--- src/rtl/instruction_sequencer.sv ---
// Fetch/decode/execute sequencer that drives alu_registers with one control
// beat per 16-bit instruction, with jump, halt and a sticky illegal-opcode flag.

package constants_pkg;
  typedef enum logic [2:0] {
    REG_READ  = 3'd0,
    REG_WRITE = 3'd1,
    ADD       = 3'd2,
    SUB       = 3'd3,
    AND_OP    = 3'd4,
    OR_OP     = 3'd5,
    XOR_OP    = 3'd6,
    PASS_A    = 3'd7
  } ALUOp;
endpackage

module instruction_sequencer #(
  parameter int PC_WIDTH    = 8,
  parameter int INSTR_WIDTH = 16
) (
  input  logic                   clk,
  input  logic                   reset_n,
  input  logic                   start,
  output logic [PC_WIDTH-1:0]    imem_addr,
  input  logic [INSTR_WIDTH-1:0] imem_data,
  output logic [2:0]             addr_a,
  output logic [2:0]             addr_b,
  output logic [2:0]             addr_r,
  output logic [7:0]             data_in,
  output constants_pkg::ALUOp    op,
  output logic [PC_WIDTH-1:0]    pc,
  output logic                   halted,
  output logic                   illegal
);
  import constants_pkg::*;

  localparam logic [3:0] OPC_NOP   = 4'h0;
  localparam logic [3:0] OPC_LOADI = 4'h1;
  localparam logic [3:0] OPC_ADD   = 4'h2;
  localparam logic [3:0] OPC_JMP   = 4'h4;
  localparam logic [3:0] OPC_HALT  = 4'hF;

  typedef enum logic [2:0] {
    ST_IDLE   = 3'd0,
    ST_FETCH  = 3'd1,
    ST_DECODE = 3'd2,
    ST_EXEC   = 3'd3,
    ST_HALTED = 3'd4
  } state_t;

  typedef struct packed {
    ALUOp       op;
    logic [2:0] addr_a;
    logic [2:0] addr_b;
    logic [2:0] addr_r;
    logic [7:0] data_in;
  } ctrl_t;

  function automatic logic opcode_legal(input logic [3:0] opc);
    logic ok;
    case (opc)
      OPC_NOP, OPC_LOADI, OPC_ADD, OPC_JMP, OPC_HALT: ok = 1'b1;
      default:                                        ok = 1'b0;
    endcase
    return ok;
  endfunction

  // Fields not touched by an instruction keep their previous value.
  function automatic ctrl_t decode_ctrl(input logic [3:0] opc, input logic [2:0] rd,
                                        input logic [2:0] ra, input logic [2:0] rb,
                                        input logic [7:0] imm, input ctrl_t prev);
    ctrl_t c;
    c    = prev;
    c.op = REG_READ;
    case (opc)
      OPC_LOADI: begin
        c.op      = REG_WRITE;
        c.addr_a  = rd;
        c.data_in = imm;
      end
      OPC_ADD: begin
        c.op     = ADD;
        c.addr_a = ra;
        c.addr_b = rb;
        c.addr_r = rd;
      end
      default: c.op = REG_READ;
    endcase
    return c;
  endfunction

  state_t                   state_r;
  state_t                   state_next_s;
  logic [PC_WIDTH-1:0]      pc_r;
  logic [PC_WIDTH-1:0]      pc_next_s;
  logic [INSTR_WIDTH-1:0]   ir_r;
  logic [INSTR_WIDTH-1:0]   ir_next_s;
  ctrl_t                    ctrl_r;
  ctrl_t                    ctrl_next_s;
  logic                     halted_r;
  logic                     halted_next_s;
  logic                     illegal_r;
  logic                     illegal_next_s;
  logic [3:0]               exec_opc_s;
  logic                     unused_bits_s;

  assign exec_opc_s    = ir_r[15:12];
  assign unused_bits_s = ^{imem_data[11], ir_r[11:8]};

  // State register.
  always_ff @(posedge clk or negedge reset_n) begin
    if (!reset_n) begin
      state_r <= ST_IDLE;
    end else begin
      state_r <= state_next_s;
    end
  end

  // Next-state logic: fixed three-cycle FETCH/DECODE/EXEC loop.
  always_comb begin
    state_next_s = state_r;
    case (state_r)
      ST_IDLE, ST_HALTED: begin
        if (start) state_next_s = ST_FETCH;
        else       state_next_s = state_r;
      end
      ST_FETCH:  state_next_s = ST_DECODE;
      ST_DECODE: state_next_s = ST_EXEC;
      ST_EXEC: begin
        if (exec_opc_s == OPC_HALT) state_next_s = ST_HALTED;
        else                        state_next_s = ST_FETCH;
      end
      default:   state_next_s = ST_IDLE;
    endcase
  end

  // Next values for pc, ir, control beat and status flags.
  always_comb begin
    pc_next_s      = pc_r;
    ir_next_s      = ir_r;
    ctrl_next_s    = ctrl_r;
    halted_next_s  = halted_r;
    illegal_next_s = illegal_r;
    case (state_r)
      ST_IDLE, ST_HALTED: begin
        if (start) begin
          pc_next_s      = '0;
          halted_next_s  = 1'b0;
          illegal_next_s = 1'b0;
        end else begin
          pc_next_s      = pc_r;
        end
      end
      ST_FETCH: ctrl_next_s.op = REG_READ;
      ST_DECODE: begin
        // Control beat is registered straight from memory so it lands in EXEC.
        ir_next_s      = imem_data;
        ctrl_next_s    = decode_ctrl(imem_data[15:12], imem_data[10:8], imem_data[6:4],
                                     imem_data[2:0], imem_data[7:0], ctrl_r);
        illegal_next_s = illegal_r | ~opcode_legal(imem_data[15:12]);
      end
      ST_EXEC: begin
        ctrl_next_s.op = REG_READ;
        if (exec_opc_s == OPC_JMP) begin
          pc_next_s = PC_WIDTH'(ir_r[7:0]);
        end else if (exec_opc_s == OPC_HALT) begin
          pc_next_s     = pc_r;
          halted_next_s = 1'b1;
        end else begin
          pc_next_s = pc_r + {{(PC_WIDTH-1){1'b0}}, 1'b1};
        end
      end
      default: pc_next_s = pc_r;
    endcase
  end

  // Datapath and output registers; reset forces op to REG_READ immediately.
  always_ff @(posedge clk or negedge reset_n) begin
    if (!reset_n) begin
      pc_r      <= '0;
      ir_r      <= '0;
      ctrl_r    <= '0;
      halted_r  <= 1'b0;
      illegal_r <= 1'b0;
    end else begin
      pc_r      <= pc_next_s;
      ir_r      <= ir_next_s;
      ctrl_r    <= ctrl_next_s;
      halted_r  <= halted_next_s;
      illegal_r <= illegal_next_s;
    end
  end

  assign imem_addr = pc_r;
  assign pc        = pc_r;
  assign op        = ctrl_r.op;
  assign addr_a    = ctrl_r.addr_a;
  assign addr_b    = ctrl_r.addr_b;
  assign addr_r    = ctrl_r.addr_r;
  assign data_in   = ctrl_r.data_in;
  assign halted    = halted_r;
  assign illegal   = illegal_r;

endmodule
--- config.mk ---
export PLATFORM = sky130hd
export DESIGN_NAME = instruction_sequencer
export DESIGN_NICKNAME = d
export VERILOG_FILES = /design/src/rtl/instruction_sequencer.sv
export SDC_FILE = /design/constraint.sdc
export NUM_CORES = 1
export LEC_CHECK = 0
export ABC_AREA = 1
export BUFFER_PORTS_ARGS = -buffer_cell sky130_fd_sc_hd__buf_2
export CORE_ASPECT_RATIO = 1.25
export CORE_MARGIN = 2
export CORE_UTILIZATION = 35
export DETAILED_ROUTE_END_ITERATION = 12
export PLACE_DENSITY = 0.56
export SLEW_MARGIN = 20
export SYNTH_ARGS = -nofsm -noshare
export SYNTH_HDL_FRONTEND = slang
export SYNTH_SLANG_ARGS = --single-unit
--- constraint.sdc ---
create_clock -name clk -period 2.78 [get_ports clk]
set_clock_uncertainty 0.1 [all_clocks]
set_input_delay 0 -clock clk [delete_from_list [all_inputs] [get_ports clk]]
set_output_delay 0 -clock clk [all_outputs]
set_load 0.1 [all_outputs]
; ---- After elaboration in Yosys (flattened, before gate mapping)
; Cells that the tools add are included.
[word_totals]
reg_bits = 49
in_bits = 19
out_inout_bits = 38
elab_cells = 59
[classes]
add_sub_neg = 1
eq_ne = 14
muxes = 17
bitwise_logic = 2
n_reduce_logical = 15
[op_table]
columns = cell, count
row1 = $mux W8, 3
row2 = $pmux W8 S2, 1
row3 = $pmux W3 S2, 2
row4 = $pmux W3 S4, 1
row5 = $add A8 B1 Y8 const B, 1
row6 = $eq A4 B3 Y1 const B, 2
row7 = $eq A4 B4 Y1 const B, 2
row8 = $reduce_and A2 Y1, 4
row9 = $reduce_bool A2 Y1, 4
row10 = $eq A3 B2 Y1 const B, 2
row11 = $mux W3, 2
row12 = $ne A2 B2 Y1 const B, 3
row13 = $mux W1, 5
row14 = $reduce_or A5 Y1, 1
row15 = $eq A4 B1 Y1 const B, 1
row16 = $eq A4 B2 Y1 const B, 1
row17 = $logic_not A4 Y1, 1
row18 = $pmux W1 S2, 2
row19 = $pmux W2 S2, 1
row20 = $reduce_and A4 Y1, 1
row21 = $reduce_or A2 Y1, 2
row22 = $eq A3 B1 Y1 const B, 1
row23 = $eq A3 B3 Y1 const B, 1
row24 = $logic_not A3 Y1, 1
row25 = 4 further kinds, 4

; ---- Depth between registers and ports, before layout
; Gate-level depths: netlist of run 1.
[logic_depth]
word_depth = 7
depth_mapped = 8
mapped_depth_nobuf = 8

; ---- Worst setup path before layout of run 1
; OpenSTA, ideal clock, no wires.
[synth_timing]
kind = register to register
start = register pc_r[0] (netlist: imem_addr[0])
end = register pc_r[6] (netlist: imem_addr[6])
setup_ps = 120
t_arrival_ps = 1800
t_required_ps = 2560
setup_slack_ps = 760
stages_incl_launch_ff = 7
n_path_buf = 0
synth_period_minus_slack_ps = 2020
path_cell_list = dfrtp_1 -> ha_1 -> nand3_1 -> o21ai_0 -> nand3_1 -> nand2_1 -> nand2_1
[synth_via]
elab_chain_len = 4
[synth_lines]
columns = item, line_no
row1 = from (decl), 94  ; logic [PC_WIDTH-1:0] pc_r;
row2 = from (signal assigned), 186  ; pc_r <= pc_next_s;
row3 = $add A8 B1 Y8, 170  ; pc_next_s = pc_r + {{(PC_WIDTH-1){1'b0}}, 1'b1};
row4 = $mux W8, 166  ; end else if (exec_opc_s == OPC_HALT) begin
row5 = $mux W8, 164  ; if (exec_opc_s == OPC_JMP) begin
row6 = $pmux W8 S2, 144  ; case (state_r)
; No other way between the ends. The select of a mux whose other input is x is not followed.
; A chain may end at the register's enable or synchronous reset.

; ---- Final worst setup path of run 1
[layout_timing]
start = register ir_r[13]
end = register pc_r[3] (netlist: imem_addr[3])
[layout_via]
elab_chain_len = 3
elab_cells_between_ends = 6
classes_between = eq/ne: 3 / mux: 2 / reduce/logical: 1
[layout_lines]
columns = item, line_no
row1 = from (decl), 96  ; logic [INSTR_WIDTH-1:0] ir_r;
row2 = from (signal assigned), 187  ; ir_r <= ir_next_s;
row3 = $eq A4 B3 Y1 or $eq A4 B4 Y1 (tied branches), "164, 166"
row4 = $ne A3 B3 Y1 (no line) or $mux W8 (tied branches), n/a
row5 = $reduce_and A3 Y1 (no line) or $pmux W8 S2 (tied branches), n/a
; Several ways; a longest one is shown, not always the timed one.

==> run metrics, run 1 <==
initial antenna violation count=0; Max-Cap Viols=0; Hold Path Class=in -> async; WS Path Type=reg -> reg; Netlist Area Pre-Place=about 2200 sq um; detailed placer's ending HPWL=about 3200 microns; TritonCTS clock tree=yes; crit end category=flop; Post-Place Worst Slack=around 1.1 ns; Total Routed Length=4770 microns; CTS H-tree depth=2; Final Util=between 40 and 50%; Initial Util=roughly 36%; minimum clock period=approximately 1.7 ns; First-pass DRT Iterations=5; post-route design area=2740 sq um; # port buffers=54; Synth Area per Inst=~8.3 sq um; DP Area=approximately 2400 sq um; row count=32; Async SR Flop Fraction=100%; P&R area growth vs syn=26.3%; period utilization=~61%; Congestion Overflow GR=0; Worst EP required=~2.9 ns; setup TNS=0 ns; post-layout net count=roughly 340; share of layout cells above drive strength 1=between 20% and 30%; GRT Overall Usage=between 15 and 20%; Clk Latency, worst-skew pair=between 0.2 and 0.3 ns; DRT iter0 DRCs=62; ys flop type=dfrtp_1; Max-Slew Margin vs Limit=about 62%; Synth top area share=between 50% and 60%; status=finished clean; Die Width=about 74 microns; largest net degree at the start of global routing=45; Slew Limit Fails=0; Mapped Nets=280; die span in y=between 90 and 100 microns; final worst slack=~1.1 ns; Worst-Margin Slew=0.569 ns; Placer Congestion=around 0.77; vias in the first global route=between 1500 and 2000; die footprint=around 7000 sq um; Critical Path AT=1.79 ns; RSZ-0062 raised after global routing=no; global-route wire length before repair=8180 microns; startpoint types=flop; Crit Path Max Fanout=16; Detail Route Antenna Nets=0; Cells after Synth=260; Synthesis Warnings=0; synth cell count leaders=88 x nand2_1, 44 x dfrtp_1, 24 x inv_1; endpoints failing setup=0; Residual DRC=0; Final Hold Violating Endpoints=0; number of flops mapped to enable cells by yosys=0; most common cell in the synthesized netlist=nand2_1; Peak Freq=a little under 0.6 GHz; CTS Root Cell=clkbuf_8; #FFs+latches synth=44; CTS resizes=0; clk slew on worst S/H paths=0.09 ns; routed len/inst=approximately 12 microns; clk buf depth=2; via-per-instance ratio=around 4.5; ranking of synthesized cells by area=dfrtp_1 51%, nand2_1 15%, o21ai_2 5.7%, inv_1 4.2%, o21ai_0 3.9%; diodes inserted=0; TritonCTS Buffers=5; Seq/Total Area, Yosys=between 50% and 60%; number of placed I/O pins=between 50 and 60; Synth cell types=28; Core ar.=approximately 6000 sq um; clock tree sinks=44; cell taking the most area after synthesis=dfrtp_1; routed vias=1842
worst max-delay path, stage by stage (launching register included):
cell     delay (ns)
dfrtp_1        0.41
nor2_1         0.11
nand3_1        0.40
or2_2          0.45
nand3_1        0.07
nand2_1        0.05
cell families (layout without fill, tap and decap cells):
group                      after synthesis  after routing  synth area share, %
and+or+nand+nor                        129            129                 25.6
DFF                                     44             44                 50.8
AOI/OAI and AO/OA                       43             43                 12.9
buffers and inverters                   41            106                 9.52
adders and majority gates                1              1                0.577
other                                    1              1                0.173
xor gates and xnor gates                 1              1                0.404
area by class of cell:
class                      count  area [sq um]
fill                         643          3350
sequential                    44          1100
multi-input combinational    175           861
timing repair buffer          71           443
tap                           85           106
inverter                      27           101
clock buffer                   7          96.3
clock inverter                 1          30.0
layout by cell type, fill, tap and decap left out, types with 2 or more instances in the layout:
cell	netlist	routed
dlygate4sd3_1	0	17
buf_2	3	53
nand2_1	88	88
inv_1	24	24
clkbuf_8	0	7
o211ai_1	3	3
o21ai_2	14	14
o21ai_0	17	17
a21oi_1	3	3
dfrtp_1	44	44
o21ai_1	4	4
or2_2	2	2
nand4_1	2	2
nor2_1	17	17
o21a_1	2	2
nand3_1	13	13
inv_2	2	2
state kept, by name (all words and copies together), names as in the netlist:
register	cells
data_in	8
halted	1
addr_b	3
addr_r	3
state_r	3
addr_a	3
op	2
imem_addr	8
illegal	1
ir_r	12
timing repair:
| action | in CTS | in global routing |
|---|---|---|
| hold buffers | 17 | 0 |
| endpoints found under the hold margin | 77 | 0 |
| buffers inserted | 0 | 0 |
| setup endpoints to repair | 0 | 0 |
through the flow:
| step | instances | hold slack (ns) |
|---|---|---|
| final | 410 | 0.136 |
| after global routing | 410 | 0.196 |
| after CTS | 410 | 0.347 |
| after detailed placement | 385 | 0.128 |
| after global placement | 385 | 0.134 |
| after floorplan | 260 | -0.396 |
final timing paths:
check | from | endpoint | slack, ns | cells after the start
setup / recovery | ir_r[13]$_DFFE_PN0P_ | imem_addr[3]$_DFFE_PN0P_ | 1.08 | 5
hold / removal | reset_n | illegal$_DFFE_PN0P_ | 0.14 | 2
setup reg to reg | ir_r[13]$_DFFE_PN0P_ | imem_addr[3]$_DFFE_PN0P_ | 1.08 | 5
hold reg to reg | addr_a[1]$_DFFE_PN0P_ | addr_a[1]$_DFFE_PN0P_ | 0.38 | 2
max in group asynchronous | reset_n | data_in[2]$_DFFE_PN0P_ | 2.05 | 2
min in group clk | addr_a[1]$_DFFE_PN0P_ | addr_a[1]$_DFFE_PN0P_ | 0.38 | 2
metal layers:
layer / part of all wire, % / routed length, microns / up-vias / global-route usage (%)
met5: 0 / 0 / - / 0
met4: 2.4 / 113 / 0 / 6.99
met3: 4.2 / 198 / 10 / 3.08
met2: 47 / 2260 / 49 / 24.6
met1: 46 / 2190 / 841 / 19.4
li1: - / - / 942 / -
Power of run 1 is not shown: default switching activity piles up to over one toggle a cycle in this logic, so the estimate is an artifact.
==> run 2: changes to the inputs <==
- clock period: 2.78 -> 1.6 ns (I/O delays scaled with it)
==> run 2 against run 1 <==
Final area grew 1.1%. Final cell count up 1.5%. Clock-buffer cell count fell by 1. First-iteration DRC count fell by 23%.
==> run metrics, run 2 (synthesized netlist as in run 1, its figures left out) <==
Detail Route Antenna Nets=0 (unchanged); Congestion Overflow GR=0 (unchanged); Top delay family on crit path=simple AND/OR/NAND/NOR gates (unchanged); Largest Register=ir_r (unchanged); share of layout cells above drive strength 1=30.2% (was 26.8%); Worst EP required=1.69 ns (was 2.87 ns); Final Util=45.5% (was 45.0%); TritonCTS Buffers=5 (unchanged); Crit path depth=6 (was 5); diodes inserted=0 (unchanged); TritonCTS clock tree=yes (unchanged); endpoints failing setup=0 (unchanged); Worst R2R Path Depth=6 (was 5); setup TNS=0 ns (unchanged); Hold WS=0.0917 ns (was 0.136 ns); GRT Overall Usage=15.3% (about the same); vias in the first global route=1834 (was 1821); WS Path Type=reg -> reg (unchanged); critical path's largest stage delay=0.40 ns (was 0.45 ns); First-pass DRT Iterations=4 (was 5); # port buffers=54 (unchanged); Crit Path Max Fanout=17 (was 16); Die Width=74.4 microns (unchanged); Peak Freq=0.699 GHz (was 0.588 GHz); post-layout net count=350 (was 344); Final Hold Violating Endpoints=0 (unchanged); Clk Latency, worst-skew pair=0.30 ns (was 0.29 ns); global-route wire length before repair=8210 microns (was 8180 microns); clk buf depth=2 (unchanged); clock tree sinks=44 (unchanged); routed vias=1853 (was 1842); most frequent CP cell=nand2_1 (was nand3_1); P&R area growth vs syn=27.7% (was 26.3%); Placer Congestion=0.780 (was 0.770); status=finished clean (unchanged); Core ar.=6090 sq um (unchanged); row count=32 (unchanged); initial antenna violation count=0 (unchanged); Buf/Inv on CP=1 (was 0); CTS H-tree depth=2 (unchanged); clk slew on worst S/H paths=0.09 ns (about the same); Hold Path Class=in -> async (unchanged); Initial Util=35.6% (unchanged); Total Routed Length=4820 microns (was 4770 microns); most common cell after layout, fill and taps aside=nand2_1 (unchanged); Slew Limit Fails=0 (unchanged); DRT iter0 DRCs=48 (was 62); routed len/inst=11.6 microns (about the same); most frequent cells in the layout=88 x nand2_1, 54 x buf_2, 37 x dfrtp_1 (was 88 x nand2_1, 53 x buf_2, 44 x dfrtp_1); final worst slack=0.170 ns (was 1.08 ns); crit path max-delay cell type=dfrtp_1 (was or2_2); RSZ-0062 raised after global routing=no (unchanged); Max-Cap Viols=0 (unchanged); CTS Root Cell=clkbuf_8 (unchanged); die footprint=6840 sq um (unchanged); reg-to-reg slack, setup=0.17 ns (was 1.08 ns); Critical Path AT=1.52 ns (was 1.79 ns); CP cell instances=inv_2 > nand2_1 > nor2_4 > nand3_4 > nand2_1 > o21ai_2 (was nor2_1 > nand3_1 > or2_2 > nand3_1 > nand2_1); startpoint types=flop (unchanged); period utilization=89.4% (was 61.1%); die span in y=92 microns (unchanged); Residual DRC=0 (unchanged); largest net degree at the start of global routing=28 (was 45); via-per-instance ratio=4.45 (was 4.49); minimum clock period=1.43 ns (was 1.70 ns); number of placed I/O pins=57 (unchanged); Largest register FFs=12 (unchanged); detailed placer's ending HPWL=3460 microns (was 3230 microns); Post-Place Worst Slack=0.117 ns (was 1.10 ns); crit end category=flop (unchanged)
-- run 2: changes by cell type in the layout (fill, tap and decap cells not counted), moves of 2 or more --
| cell | before | now |
|---|---|---|
| buf_4 | 1 | 6 |
| dfrtp_1 | 44 | 37 |
| dfrtp_2 | 0 | 5 |
| clkinv_2 | 0 | 2 |
| dfrtp_4 | 0 | 2 |
-- run 2: final cells by class --
type | instances | area, sq um
clock buffers | 6 | 82.6
well taps | 85 | 106
fillers | 618 | 3320
inverters | 27 | 101
clock inverters | 2 | 10.0
multi-input cells | 175 | 868
repair buffers | 77 | 485
flip-flops and latches | 44 | 1110
-- run 2: worst paths after layout --
kind / from / endpoint
max reg2reg: state_r[2]$_DFFE_PN0P_ / data_in[4]$_DFFE_PN0P_
min in group clk: ir_r[4]$_DFFE_PN0P_ / ir_r[4]$_DFFE_PN0P_
max: state_r[2]$_DFFE_PN0P_ / data_in[4]$_DFFE_PN0P_
min: reset_n / data_in[6]$_DFFE_PN0P_
min reg2reg: ir_r[4]$_DFFE_PN0P_ / ir_r[4]$_DFFE_PN0P_
max in group asynchronous: reset_n / imem_addr[0]$_DFFE_PN0P_
-- run 2: routing by layer --
metal,part of all wire (%),wire length (microns),global-route usage [%]
met4,1.6,78,5.06
met1,45,2180,19.1
met3,3.6,172,2.97
met5,0,0,0
met2,50,2390,26.0
-- run 2: stage by stage --
stage                     cells  cell area, sq um
after floorplan             260              2180
after global placement      391              2500
after detailed placement    391              2500
after CTS                   416              2760
after global routing        416              2770
final                       416              2770
-- run 2: worst register-to-register path, cell delays in order (launching register included) --
cell	delay [ns]
dfrtp_1	0.40
inv_2	0.07
nand2_1	0.09
nor2_4	0.20
nand3_4	0.25
nand2_1	0.16
o21ai_2	0.06
-- run 2: timing repair --
| item | CTS | global route |
|---|---|---|
| buffers inserted | 0 | 0 |
| setup endpoints to repair | 0 | 2 |
| hold buffers | 17 | 0 |
| hold endpoints to repair | 77 | 0 |
| resized for setup | 0 | 1 |
Power of run 2 is left out for the same reason.
==> run 3: changes to the inputs <==
- PLACE_DENSITY: 0.56 -> 0.63
==> run 3 against run 2 <==
Via count shrank 1.3%. Die area unchanged. Flip-flop and latch count stayed put. Critical path type unchanged. Non-clock buffer count decreased by 2. Register-to-register slack lost 0.03 ns.
==> run metrics, run 3 (synthesized netlist as in run 1, its figures left out) <==
Critical Path AT=1.54 ns (was 1.52 ns); Final Hold Violating Endpoints=0 (unchanged); WS Path Type=reg -> reg (unchanged); TritonCTS clock tree=yes (unchanged); diodes inserted=0 (unchanged); CTS H-tree depth=2 (unchanged); CTS Root Cell=clkbuf_8 (unchanged); Slew Limit Fails=0 (unchanged); Max-Slew Margin vs Limit=66.0%; P&R area growth vs syn=27.9% (was 27.7%); status=finished clean (unchanged); Final Util=45.6% (was 45.5%); clk slew on worst S/H paths=0.08 ns (was 0.09 ns); clk buf depth=2 (unchanged); largest net degree at the start of global routing=25 (was 28); CP cell instances=inv_2 > nand2_1 > nor2_4 > nand3_2 > nand2_1 > o21ai_2 (was inv_2 > nand2_1 > nor2_4 > nand3_4 > nand2_1 > o21ai_2); most frequent CP cell=nand2_1 (unchanged); critical path's largest stage delay=0.40 ns (about the same); Worst EP required=1.68 ns (was 1.69 ns); detailed placer's ending HPWL=3350 microns (was 3460 microns); crit end category=flop (unchanged); die span in y=92 microns (unchanged); Total Routed Length=4580 microns (was 4820 microns); clock tree sinks=44 (unchanged); period utilization=91.3% (was 89.4%); vias in the first global route=1709 (was 1834); post-layout net count=348 (was 350); initial antenna violation count=0 (unchanged); startpoint types=flop (unchanged); Placer Congestion=0.769 (was 0.780); Crit Path Max Fanout=13 (was 17); Hold Path Class=in -> async (unchanged); DP Area=2500 sq um (about the same); most frequent cells in the layout=88 x nand2_1, 54 x buf_2, 37 x dfrtp_1 (unchanged); setup TNS=0 ns (unchanged); most common cell after layout, fill and taps aside=nand2_1 (unchanged); global-route wire length before repair=7730 microns (was 8210 microns); fill cell count=613 (was 618); First-pass DRT Iterations=4 (unchanged); minimum clock period=1.46 ns (was 1.43 ns); # port buffers=54 (unchanged); final worst slack=0.140 ns (was 0.170 ns); number of placed I/O pins=57 (unchanged); GRT Overall Usage=14.5% (was 15.3%); share of layout cells above drive strength 1=29.5% (was 30.2%); Residual DRC=0 (unchanged); Die Width=74.4 microns (unchanged); post-route design area=2770 sq um (about the same); RSZ-0062 raised after global routing=no (unchanged); routed len/inst=11.1 microns (was 11.6 microns); Max-Cap Viols=0 (unchanged); Post-Place Worst Slack=0.136 ns (was 0.117 ns); routed vias=1829 (was 1853); Peak Freq=0.685 GHz (was 0.699 GHz); Post-CTS Repair Setup Buffers=0 (unchanged); via-per-instance ratio=4.42 (was 4.45); crit path max-delay cell type=dfrtp_1 (unchanged); die footprint=6840 sq um (unchanged); endpoints failing setup=0 (unchanged); Largest register FFs=12 (unchanged); Detail Route Antenna Nets=0 (unchanged); Largest Register=ir_r (unchanged); Initial Util=35.6% (unchanged); Congestion Overflow GR=0 (unchanged); Clk Latency, worst-skew pair=0.29 ns (was 0.30 ns); DRT iter0 DRCs=85 (was 48); TritonCTS Buffers=5 (unchanged); row count=32 (unchanged); Core ar.=6090 sq um (unchanged); Worst-Margin Slew=0.511 ns
[run 3: cell count changes in the layout (fill, tap and decap cells not counted), sizes merged]
| cell | change |
|---|---|
| bufinv | +1 |
| clkinv | -1 |
| buf | -2 |
[run 3: routing by layer]
metal	share of wire [%]	global-route usage, %
met1	45	18.7
met2	49	23.4
met3	3.3	2.31
met4	2.6	6.40
met5	0	0
[run 3: critical path: cells and delay by family (launching register included)]
kind / cells / cell delay, ns
AO/OA/AOI/OAI: 1 / 0.06
buffers and inverters: 1 / 0.08
flip-flops: 1 / 0.40
AND/OR/NAND/NOR: 4 / 0.70
[run 3: what timing repair did]
item | in CTS | in global routing
gates resized for setup | 0 | 0
hold buffers | 17 | 0
endpoints found under the hold margin | 77 | 0
[run 3: area by class of cell]
class	count	area, sq um	area share [%]
clock buffer	6	72.6	2.62
clock inverter	2	35.0	1.26
inverter	27	101	3.65
multi-input combinational	175	861	31.0
sequential	44	1110	40.2
tap	85	106	3.83
timing repair buffer	75	483	17.4
[run 3: per-stage QoR]
step	std cells	hold WS [ns]
floorplan	260	-0.396
detailed placement	389	-0.0918
global placement	389	-0.0960
CTS	414	0.114
finish	414	0.101
global route	414	0.152
[run 3: final timing paths]
kind	startpoint	end	slack, ns	cells past startpoint
max in group asynchronous	reset_n	data_in[2]$_DFFE_PN0P_	0.79	3
setup reg to reg	state_r[2]$_DFFE_PN0P_	addr_b[2]$_DFFE_PN0P_	0.14	6
min in group clk	data_in[3]$_DFFE_PN0P_	data_in[3]$_DFFE_PN0P_	0.38	2
hold reg to reg	data_in[3]$_DFFE_PN0P_	data_in[3]$_DFFE_PN0P_	0.38	2
hold / removal	reset_n	illegal$_DFFE_PN0P_	0.10	2
setup / recovery	state_r[2]$_DFFE_PN0P_	addr_b[2]$_DFFE_PN0P_	0.14	6
Power of run 3 is left out for the same reason.
